## src/rtl/life_grid_streamer.sv

```systemverilog
// life_grid_streamer
// Captures a snapshot of the Game of Life grid into a shadow register and
// streams it out one row per valid/ready handshake. Each row is tagged with
// its index, start/end-of-frame markers, its own population and the running
// frame population. Every output is driven straight from a flop, so the sink's
// ready never reaches valid or the row data through logic.

module life_grid_streamer #(
    parameter  int M  = 16,
    parameter  int N  = 16,
    localparam int RW = (N > 1) ? $clog2(N) : 1,
    localparam int CW = $clog2(M + 1),
    localparam int FW = $clog2(M * N + 1)
) (
    input  logic             clk_i,
    input  logic             reset_n_i,
    input  logic [N*M-1:0]   grid_i,
    input  logic             snap_i,
    input  logic             row_ready_i,
    output logic             row_valid_o,
    output logic [M-1:0]     row_data_o,
    output logic [RW-1:0]    row_idx_o,
    output logic             sof_o,
    output logic             eof_o,
    output logic [CW-1:0]    row_pop_o,
    output logic [FW-1:0]    frame_pop_o,
    output logic             busy_o,
    output logic [7:0]       overrun_o
);

    typedef enum logic [0:0] {
        IDLE   = 1'b0,
        STREAM = 1'b1
    } state_t;

    localparam logic [RW-1:0] LAST_ROW = RW'(N - 1);

    // Number of live cells in one row.
    function automatic logic [CW-1:0] row_popcount(input logic [M-1:0] row);
        logic [CW-1:0] cnt;
        cnt = {CW{1'b0}};
        for (int i = 0; i < M; i++) begin
            cnt = cnt + CW'(row[i]);
        end
        return cnt;
    endfunction

    // Pick row idx out of a row-major flattened grid.
    function automatic logic [M-1:0] row_select(input logic [N*M-1:0] grid,
                                                input logic [RW-1:0]  idx);
        logic [M-1:0] sel;
        sel = {M{1'b0}};
        for (int y = 0; y < N; y++) begin
            sel = (idx == RW'(y)) ? grid[y*M +: M] : sel;
        end
        return sel;
    endfunction

    // Core state
    state_t          state_r,   state_nxt_s;
    logic [N*M-1:0]  shadow_r,  shadow_nxt_s;
    logic [RW-1:0]   row_idx_r, row_idx_nxt_s;
    logic [FW-1:0]   acc_r,     acc_nxt_s;
    logic [7:0]      overrun_r, overrun_nxt_s;

    // Registered outputs
    logic            row_valid_r, row_valid_nxt_s;
    logic [M-1:0]    row_data_r,  row_data_nxt_s;
    logic            sof_r,       sof_nxt_s;
    logic            eof_r,       eof_nxt_s;
    logic [CW-1:0]   row_pop_r,   row_pop_nxt_s;
    logic [FW-1:0]   frame_pop_r, frame_pop_nxt_s;
    logic            busy_r,      busy_nxt_s;

    // Handshake qualifiers
    logic            handshake_s;
    logic            final_hs_s;
    logic            snap_accept_s;
    logic            snap_reject_s;

    assign handshake_s   = row_valid_r & row_ready_i;
    assign final_hs_s    = handshake_s & (row_idx_r == LAST_ROW);
    assign snap_accept_s = snap_i & ((state_r == IDLE) | final_hs_s);
    assign snap_reject_s = snap_i & (state_r == STREAM) & ~final_hs_s;

    // Next-state logic: frame capture, row advance and accumulation.
    always_comb begin
        state_nxt_s   = state_r;
        shadow_nxt_s  = shadow_r;
        row_idx_nxt_s = row_idx_r;
        acc_nxt_s     = acc_r;
        case (state_r)
            IDLE: begin
                if (snap_accept_s) begin
                    state_nxt_s   = STREAM;
                    shadow_nxt_s  = grid_i;
                    row_idx_nxt_s = {RW{1'b0}};
                    acc_nxt_s     = {FW{1'b0}};
                end else begin
                    state_nxt_s   = IDLE;
                end
            end
            STREAM: begin
                if (snap_accept_s) begin
                    // Final row consumed and a new snapshot taken: no gap.
                    state_nxt_s   = STREAM;
                    shadow_nxt_s  = grid_i;
                    row_idx_nxt_s = {RW{1'b0}};
                    acc_nxt_s     = {FW{1'b0}};
                end else if (final_hs_s) begin
                    // Keep the full-frame total visible while idle.
                    state_nxt_s   = IDLE;
                    row_idx_nxt_s = {RW{1'b0}};
                    acc_nxt_s     = acc_r + FW'(row_pop_r);
                end else if (handshake_s) begin
                    row_idx_nxt_s = row_idx_r + RW'(1);
                    acc_nxt_s     = acc_r + FW'(row_pop_r);
                end else begin
                    state_nxt_s   = STREAM;
                end
            end
            default: begin
                state_nxt_s   = IDLE;
                row_idx_nxt_s = {RW{1'b0}};
                acc_nxt_s     = {FW{1'b0}};
            end
        endcase
    end

    // Saturating count of snapshot requests that arrive mid-frame.
    always_comb begin
        overrun_nxt_s = overrun_r;
        if (snap_reject_s && (overrun_r != 8'hFF)) begin
            overrun_nxt_s = overrun_r + 8'd1;
        end else begin
            overrun_nxt_s = overrun_r;
        end
    end

    // Output values for the next cycle, derived from the next core state.
    always_comb begin
        row_valid_nxt_s = 1'b0;
        busy_nxt_s      = 1'b0;
        row_data_nxt_s  = {M{1'b0}};
        sof_nxt_s       = 1'b0;
        eof_nxt_s       = 1'b0;
        if (state_nxt_s == STREAM) begin
            row_valid_nxt_s = 1'b1;
            busy_nxt_s      = 1'b1;
            row_data_nxt_s  = row_select(shadow_nxt_s, row_idx_nxt_s);
            sof_nxt_s       = (row_idx_nxt_s == {RW{1'b0}});
            eof_nxt_s       = (row_idx_nxt_s == LAST_ROW);
        end else begin
            row_valid_nxt_s = 1'b0;
            busy_nxt_s      = 1'b0;
            row_data_nxt_s  = {M{1'b0}};
            sof_nxt_s       = 1'b0;
            eof_nxt_s       = 1'b0;
        end
        row_pop_nxt_s = row_popcount(row_data_nxt_s);
        if (state_nxt_s == STREAM) begin
            frame_pop_nxt_s = acc_nxt_s + FW'(row_pop_nxt_s);
        end else begin
            frame_pop_nxt_s = acc_nxt_s;
        end
    end

    // State and output registers; reset aborts any frame in flight.
    always_ff @(posedge clk_i or negedge reset_n_i) begin
        if (!reset_n_i) begin
            state_r     <= IDLE;
            shadow_r    <= {(N*M){1'b0}};
            row_idx_r   <= {RW{1'b0}};
            acc_r       <= {FW{1'b0}};
            overrun_r   <= 8'd0;
            row_valid_r <= 1'b0;
            row_data_r  <= {M{1'b0}};
            sof_r       <= 1'b0;
            eof_r       <= 1'b0;
            row_pop_r   <= {CW{1'b0}};
            frame_pop_r <= {FW{1'b0}};
            busy_r      <= 1'b0;
        end else begin
            state_r     <= state_nxt_s;
            shadow_r    <= shadow_nxt_s;
            row_idx_r   <= row_idx_nxt_s;
            acc_r       <= acc_nxt_s;
            overrun_r   <= overrun_nxt_s;
            row_valid_r <= row_valid_nxt_s;
            row_data_r  <= row_data_nxt_s;
            sof_r       <= sof_nxt_s;
            eof_r       <= eof_nxt_s;
            row_pop_r   <= row_pop_nxt_s;
            frame_pop_r <= frame_pop_nxt_s;
            busy_r      <= busy_nxt_s;
        end
    end

    assign row_valid_o = row_valid_r;
    assign row_data_o  = row_data_r;
    assign row_idx_o   = row_idx_r;
    assign sof_o       = sof_r;
    assign eof_o       = eof_r;
    assign row_pop_o   = row_pop_r;
    assign frame_pop_o = frame_pop_r;
    assign busy_o      = busy_r;
    assign overrun_o   = overrun_r;

endmodule

```

## config.mk

```make
export PLATFORM = sky130hd
export DESIGN_NAME = life_grid_streamer
export DESIGN_NICKNAME = d
export VERILOG_FILES = /design/src/rtl/life_grid_streamer.sv
export SDC_FILE = /design/constraint.sdc
export NUM_CORES = 1
export LEC_CHECK = 0
export ABC_CLOCK_PERIOD_IN_PS = 8000
export BUFFER_PORTS_ARGS = -buffer_cell sky130_fd_sc_hd__buf_2
export CORE_MARGIN = 1
export CORE_UTILIZATION = 45
export DETAILED_ROUTE_END_ITERATION = 12
export PLACE_DENSITY_LB_ADDON = 0.25
export SLEW_MARGIN = 5
export SYNTH_ARGS = -nofsm -noshare
export SYNTH_HDL_FRONTEND = slang
export SYNTH_SLANG_ARGS = --single-unit
```

## constraint.sdc

```tcl
create_clock -name clk_i -period 8 [get_ports clk_i]
set_input_delay 0.4 -clock clk_i [delete_from_list [all_inputs] [get_ports clk_i]]
set_output_delay 0.4 -clock clk_i [all_outputs]
set_load 0.01 [all_outputs]
```

==> results of run 1 <==
-- stage by stage --
stage                     hold WS [ps]  cell area, µm²  TNS [ps]  utilization [%]
after floorplan                    104           14900         0                -
after global placement             451           16900         0             52.1
after detailed placement           455           16900         0             52.1
after CTS                         68.8           18000         0             55.5
after global routing               108           18200     -37.2             55.8
final                             25.1           18200         0             55.8
-- repair_timing --
action	4_1_cts	5_1_grt
endpoints found under the hold margin	0	0
resized for setup	0	10
endpoints found under the setup margin	0	5
buffers inserted	0	5
-- critical path, stage by stage, from the launching register on --
cell      delay [ps]
dfrtp_1          530
ha_1             300
and4_1           390
a211oi_2         120
o21ai_2          370
inv_2            180
nor3_1           380
a31oi_1          150
a211o_1          310
a211oi_1         440
fa_1             550
fa_1             520
fa_1             500
inv_1             50
fa_1             470
inv_1             40
ha_1             210
fa_1             450
xor2_1           230
ha_1             300
a21o_1           190
a21oi_1          220
nor2b_1           80
o21ai_0          200
nor4bb_1         100
xor2_1           180
-- worst min-delay path by stage --
stage                                  from                      end  slack, ps
floorplan                         reset_n_i       acc_r[0]$_DFF_PN0_        100
global placement    shadow_r[254]$_DFF_PN0_  shadow_r[254]$_DFF_PN0_        450
detailed placement   shadow_r[82]$_DFF_PN0_   shadow_r[82]$_DFF_PN0_        450
CTS                               reset_n_i   shadow_r[33]$_DFF_PN0_         70
global route                      grid_i[6]    shadow_r[6]$_DFF_PN0_        110
finish                            reset_n_i   shadow_r[33]$_DFF_PN0_         30
-- cell families (layout without fill, tap and decap cells) --
group                    after synthesis  after routing  synth area share, %
AO/OA/AOI/OAI                        229            229                 11.6
XOR/XNOR                              21             21                 1.24
adder cells (fa/ha/maj)               29             29                 3.04
buffers and inverters                110            442                 3.94
flip-flops                           310            310                 52.1
multiplexers                         175            175                 13.1
AND/OR/NAND/NOR                      514            514                 15.0
-- registers in the layout (all words and copies together) (netlist names) --
name and cells:
eof_o 1, acc_r 9, busy_o 1, sof_o 1, row_data_o 16, frame_pop_o 9
shadow_r 256, overrun_o 8, row_pop_o 5, row_idx_o 4
-- layout by cell type (no fill, tap or decap), types with 12 or more instances in the layout --
| cell type | instances |
|---|---|
| xnor2_1 | 12 |
| o21ai_0 | 34 |
| nor2_1 | 43 |
| fa_1 | 12 |
| a21o_1 | 14 |
| nand3_1 | 12 |
| a21oi_1 | 28 |
| buf_2 | 304 |
| dfrtp_1 | 310 |
| nand2_1 | 360 |
| o221ai_1 | 12 |
| clkbuf_16 | 36 |
| inv_1 | 22 |
| ha_1 | 17 |
| buf_4 | 45 |
| o22ai_1 | 12 |
| mux2_2 | 157 |
| nor3_1 | 17 |
| nor3b_1 | 27 |
| a221o_1 | 22 |
| mux2i_1 | 17 |
| a22oi_1 | 14 |
| a211o_1 | 15 |
-- final cells by class --
class,instances,area [µm²]
sequential,310,7760
inverter,25,93.8
clock inverter,9,111
multi-input combinational,968,6610
fill,2961,14400
clock buffer,49,988
tap,442,553
timing repair buffer,359,2050
-- layer usage --
metal  up-vias  wire, µm  track usage (%)  share of wire, %
met2       540     22400             45.0                47
met3        83      3190             4.06               6.7
li1       5480         -                -                 -
met4         0      1430             8.63               3.0
met1      5953     20300             38.7                43
met5         -         0                0                 0
==> out/results.txt, run 1 <==
The flow ran to the end, and the final reports show no timing, DRC or antenna violations. The worst setup path is captured at a flip-flop. The number of top-level pins is 306, and the initial standard-cell utilization of the core is 45.7%. Once detail routing completed, the nets flagged for antenna violations numbered 0.

For the worst setup path, the data arrival time is 7990 ps. The number of antenna violations at the first check in global routing came out at 0. The post-synthesis sequential area ratio is 52.1%.

In this run, synthesis inferred 0 flip-flops with an integrated enable. The floorplan step defined a core boundary enclosing 32500 µm². The logs give 11900 for the via count of the first global-routing pass and 34.5% for the worst relative slew slack.

The via density per instance came out at 5.58. The quantity of hold-fixing buffers added after cts is 0, and the first-pass GRT wire length is 70600 µm. The net count of the mapped netlist is 1677. The final-stage net count is 1988, and the max-cap violation count is 0.

Final non-filler cell total: 2162. The pre-CTS setup slack was 138 ps. The number of cells on the worst reg-to-reg path came out at 25. The first-pass detailed-route iteration total is 5, and the number of rows created at floorplan is 66. For this run, the total global-route usage over all layers was measured as 27.9%.

In this run the number of H-tree levels came out at 2. Setup violations remaining at the end of the flow were counted as 0. The top cell type by area accounts for 52.1% of the synthesized area. The highest clock frequency the design can meet is 131 MHz, and the die area is 33800 µm². The cell sitting at the root of the clock tree is a clkbuf_16.

Routability-driven placement finished with a final weighted congestion of 0.879. The number of endpoints with negative hold slack in the final report was 0. The tools report the number of max-slew violations in the final report as 0. Measured along the x axis, the die boundary spans 184 µm. The most common cell in the synthesized netlist is nand2_1. After synthesis, the cell types taking the most area are dfrtp_1, mux2_2, nand2_1.

The most critical setup path has its endpoint at frame_pop_o[8]$_DFF_PN0_. Counting flops and latches in the post-synthesis netlist gives 310. The type of the worst setup path was reg -> reg.

Measured along the y axis, the die boundary spans 184 µm. Clock latency on the worst-skew pair: 520 ps. The worst path uses 95.4% of the clock period. The half-perimeter wire length after placement was 34600 µm; the clock tree skew after final layout was 20.2 ps. The worst setup path is launched from a flip-flop.

The share of flip-flops with an asynchronous set or reset after synthesis came out at 100%. The worst register-to-register path ends at frame_pop_o[8]$_DFF_PN0_. After clock tree synthesis, the clock-pin slew on the worst setup and hold paths is 60 ps. The final layout contains routed wiring with a total length of 47300 µm. TritonCTS created 35 clock buffers.

The tools report the worst setup slack after layout as 367 ps. For this run, design rule violations remaining after detail routing come to 0. After global routing the overflow that remains totals 0. The number of instances in the synthesized netlist is 1388. The run gives 0 as the count of inserted antenna diode cells.

At the pin with the least slew margin, the transition time is 982 ps. The worst register-to-register path begins at row_idx_o[1]$_DFF_PN0_. TritonCTS built the clock tree. For this design, the sink count on the clock tree is 310.

Entering global routing, the biggest net connects 130 pins. The clock passes through at most 3 buffers. In the synthesized netlist the dominant register cell turns out to be dfrtp_1. The tools report the synthesis warning total as 0. The number of placed instances, taps included, is 2098. Setup slack on the worst reg-to-reg path comes out at 370 ps. The largest area contributor in the synthesized netlist was dfrtp_1. Tracing the worst setup path back leads to its startpoint at row_idx_o[1]$_DFF_PN0_. Average detailed-routed wire length per instance: 21.9 µm. The tightest min-delay check is of the in -> async type. After synthesis, the most frequently instantiated cells are nand2_1, dfrtp_1, mux2_2. Maximum fanout along the worst path: 10. Number of distinct library cell variants in the gate-level netlist after synthesis: 73. The post-route netlist has 34.7% of its cells at a drive strength greater than 1. The minimum clock period after layout is 7630 ps, and the post-synth design cell area is 14900 µm². Detailed routing inserted a total of 12100 vias. Averaged over all synthesized cells, the footprint is 10.7 µm². The layout overhead on the synthesized area came out at 22.1%. The port buffer count works out to 305.

The first routing iteration left 1065 violations. Data on the critical path is required at its endpoint by 8360 ps.
Power of run 1 is not shown: default switching activity piles up to over one toggle a cycle in this logic, so the estimate is an artifact.
==> run 2: changes to the inputs <==
--- a/config.mk
+++ b/config.mk
@@ -11,6 +11,7 @@
 export CORE_UTILIZATION = 45
 export DETAILED_ROUTE_END_ITERATION = 12
 export PLACE_DENSITY_LB_ADDON = 0.25
+export SETUP_SLACK_MARGIN = 0.5
 export SLEW_MARGIN = 5
 export SYNTH_ARGS = -nofsm -noshare
 export SYNTH_HDL_FRONTEND = slang
==> out/results.txt, run 2 (synthesized netlist as in run 1, its figures left out) <==
The placed instance count is 2098 (unchanged), and the final-stage net count is 1999 (+0.55%). Number of antenna violations at the first check in global routing: 0 (unchanged). TritonCTS built the clock tree. The maximum number of pins on one net before global-route repair was 130 (unchanged). For the number of fill cells in the layout, the log shows 2938 (-0.78%). Number of nets with antenna violations after routing: 0 (unchanged). The final period utilization works out to 92.3% (-3.1 points). For the number of rows created at floorplan, the log shows 66 (unchanged). The overall routing resource usage is 28.3% (+0.42 points). The tools report the worst relative slew slack as 33.8% (-0.75 points).

The clock tree skew after final layout came out at 19.6 ps (-0.689 ps). Port buffer count: 305 (unchanged). The logs give 1072 (+0.66%) for the DRC violation total after the first TritonRoute iteration and 0 (unchanged) for the quantity of hold-fixing buffers added after cts.

The number of max-slew violations in the final report was 0 (unchanged); the first-pass detailed-route iteration total was 5 (unchanged). Clock slew at the register clock pins of the worst setup and hold paths: 60 ps (about the same). The max-cap violation count came out at 0 (unchanged). The worst setup path is launched from a flip-flop. The tools report the required time of the critical path as 8410 ps (+50 ps).

The critical path is of the reg -> reg type. The layout overhead on the synthesized area came out at 23.6%. The flip-flop count of the largest register after layout was 256 (unchanged). In the layout the commonest cells are nand2_1, dfrtp_1, buf_2, mux2_2, buf_4.

The most frequent cell on the critical path was fa_1. STA classifies the critical path endpoint as a flip-flop. The maximum number of buffers from clock root to sink was 3 (unchanged).

The run finished with clean final reports. The transition time at the pin with the least slew margin works out to 993 ps (+11.2 ps). The number of endpoints with negative hold slack in the final report was 0 (unchanged); the biggest cell delay along the critical path was 720 ps (+170 ps).

Half-perimeter wire length after placement: 34600 µm (unchanged). The average detailed-routed wire length per instance was 22.0 µm (+0.46%). The most common cell after layout, fill and taps aside was nand2_1. The count of inserted antenna diode cells came out at 0 (unchanged). The chip height was 184 µm (unchanged). The logs give 0.879 (unchanged) for the final weighted congestion of routability-driven global placement and 620 ps (+250 ps) for the flop-to-flop setup slack.

The total negative slack for setup checks was 0 ps (unchanged); the first-pass GRT wire length was 71500 µm (+1.3%). The hold slack came out at 27.2 ps (+2.13 ps). The via count of the first global-routing pass is 12000 (+1.0%). Count of buffering cells on the critical path with inverters included: 5 (+2). The minimum clock period after layout was 7380 ps (-251 ps).

Setup repair after global routing could not meet its margin everywhere. The slowest stage of the critical path is the a211oi_1 cell. The number of top-level pins was 306 (unchanged). The standard cell core area is 32500 µm² (unchanged). The tools report the post-route DRC violation count as 0 (unchanged). The via count was 12200 (+0.98%); the number of H-tree levels was 2 (unchanged). The clock buffer count from CTS was 35 (unchanged); the clock latency on the worst-skew pair was 520 ps (about the same). The data arrival at the endpoint of the critical path came out at 7790 ps (-200 ps). For the final non-filler cell total, the log shows 2173 (+0.51%). Ranked by flip-flop count, first place goes to shadow_r. The tools report the clock sink total as 310 (unchanged). The run gives 33800 µm² (unchanged) as the die area.

The cell sitting at the root of the clock tree is a clkbuf_16. The maximum fanout along the worst path is 22 (+12), and the proportion of layout cells with a drive suffix above 1 is 36.0% (+1.3 points). The total grt overflow was 0 (unchanged).

Among cell families on the critical path, the largest total delay comes from adder cells. For the final cell utilization of the core, the log shows 56.5% (+0.71 points). The initial standard-cell utilization of the core was 45.7% (unchanged). The via density per instance came out at 5.60 (+0.47%). The total routed wirelength was 47800 µm (+0.97%); the final number of setup-violating endpoints was 0 (unchanged). The highest clock frequency the design can meet is 135 MHz (+3.4%). The path class of the tightest hold or removal check is in -> async. The overall die width was 184 µm (unchanged).
[run 2: cell count changes in the layout (fill, tap and decap cells not counted), moves of 2 or more]
| cell | change |
|---|---|
| a211oi_2 | -3 |
| nor3_1 | -2 |
| a211oi_4 | +4 |
| buf_4 | +7 |
| bufbuf_16 | +2 |
| buf_6 | +3 |
| ha_1 | -2 |
| nor3_2 | +2 |
| buf_16 | +2 |
| dfrtp_1 | -3 |
| buf_12 | -2 |
| dfrtp_2 | +3 |
[run 2: repair_timing]
item	CTS	global route
endpoints found under the setup margin	5	5
hold endpoints to repair	0	0
gates resized for setup	19	17
pin swaps	3	4
setup buffers	8	7
gates cloned	2	0
[run 2: worst paths after layout]
check                                   startpoint                  endpoint  cells after the start
max                         row_idx_o[1]$_DFF_PN0_  frame_pop_o[8]$_DFF_PN0_                     26
min                                      reset_n_i    shadow_r[33]$_DFF_PN0_                      1
max reg2reg                 row_idx_o[1]$_DFF_PN0_  frame_pop_o[8]$_DFF_PN0_                     26
min reg2reg                shadow_r[135]$_DFF_PN0_   shadow_r[135]$_DFF_PN0_                      2
max in group asynchronous                reset_n_i   shadow_r[244]$_DFF_PN0_                      3
min in group clk_i                     grid_i[223]   shadow_r[223]$_DFF_PN0_                      3
[run 2: layer usage]
layer / track usage, % / vias to the layer above / wire length [µm]
li1: - / 5508 / -
met1: 39.6 / 5999 / 20400
met2: 45.5 / 575 / 22500
met3: 3.59 / 92 / 3300
met4: 9.30 / 0 / 1560
met5: 0 / - / 0
[run 2: final cells by class]
type	instances	area, µm²	share of cell area [%]
Tap cell	442	553	3.01
Timing Repair Buffer	370	2190	11.9
Inverter	25	93.8	0.510
Multi-Input combinational cell	968	6700	36.4
Clock inverter	9	111	0.605
Clock buffer	49	988	5.37
Sequential cell	310	7760	42.2
[run 2: stage by stage]
stage | setup WS (ps) | area [µm²]
finish | 618 | 18400
global route | 412 | 18400
CTS | 517 | 18300
detailed placement | 138 | 16900
global placement | 132 | 16900
floorplan | 1220 | 14900
Power of run 2 is left out for the same reason.
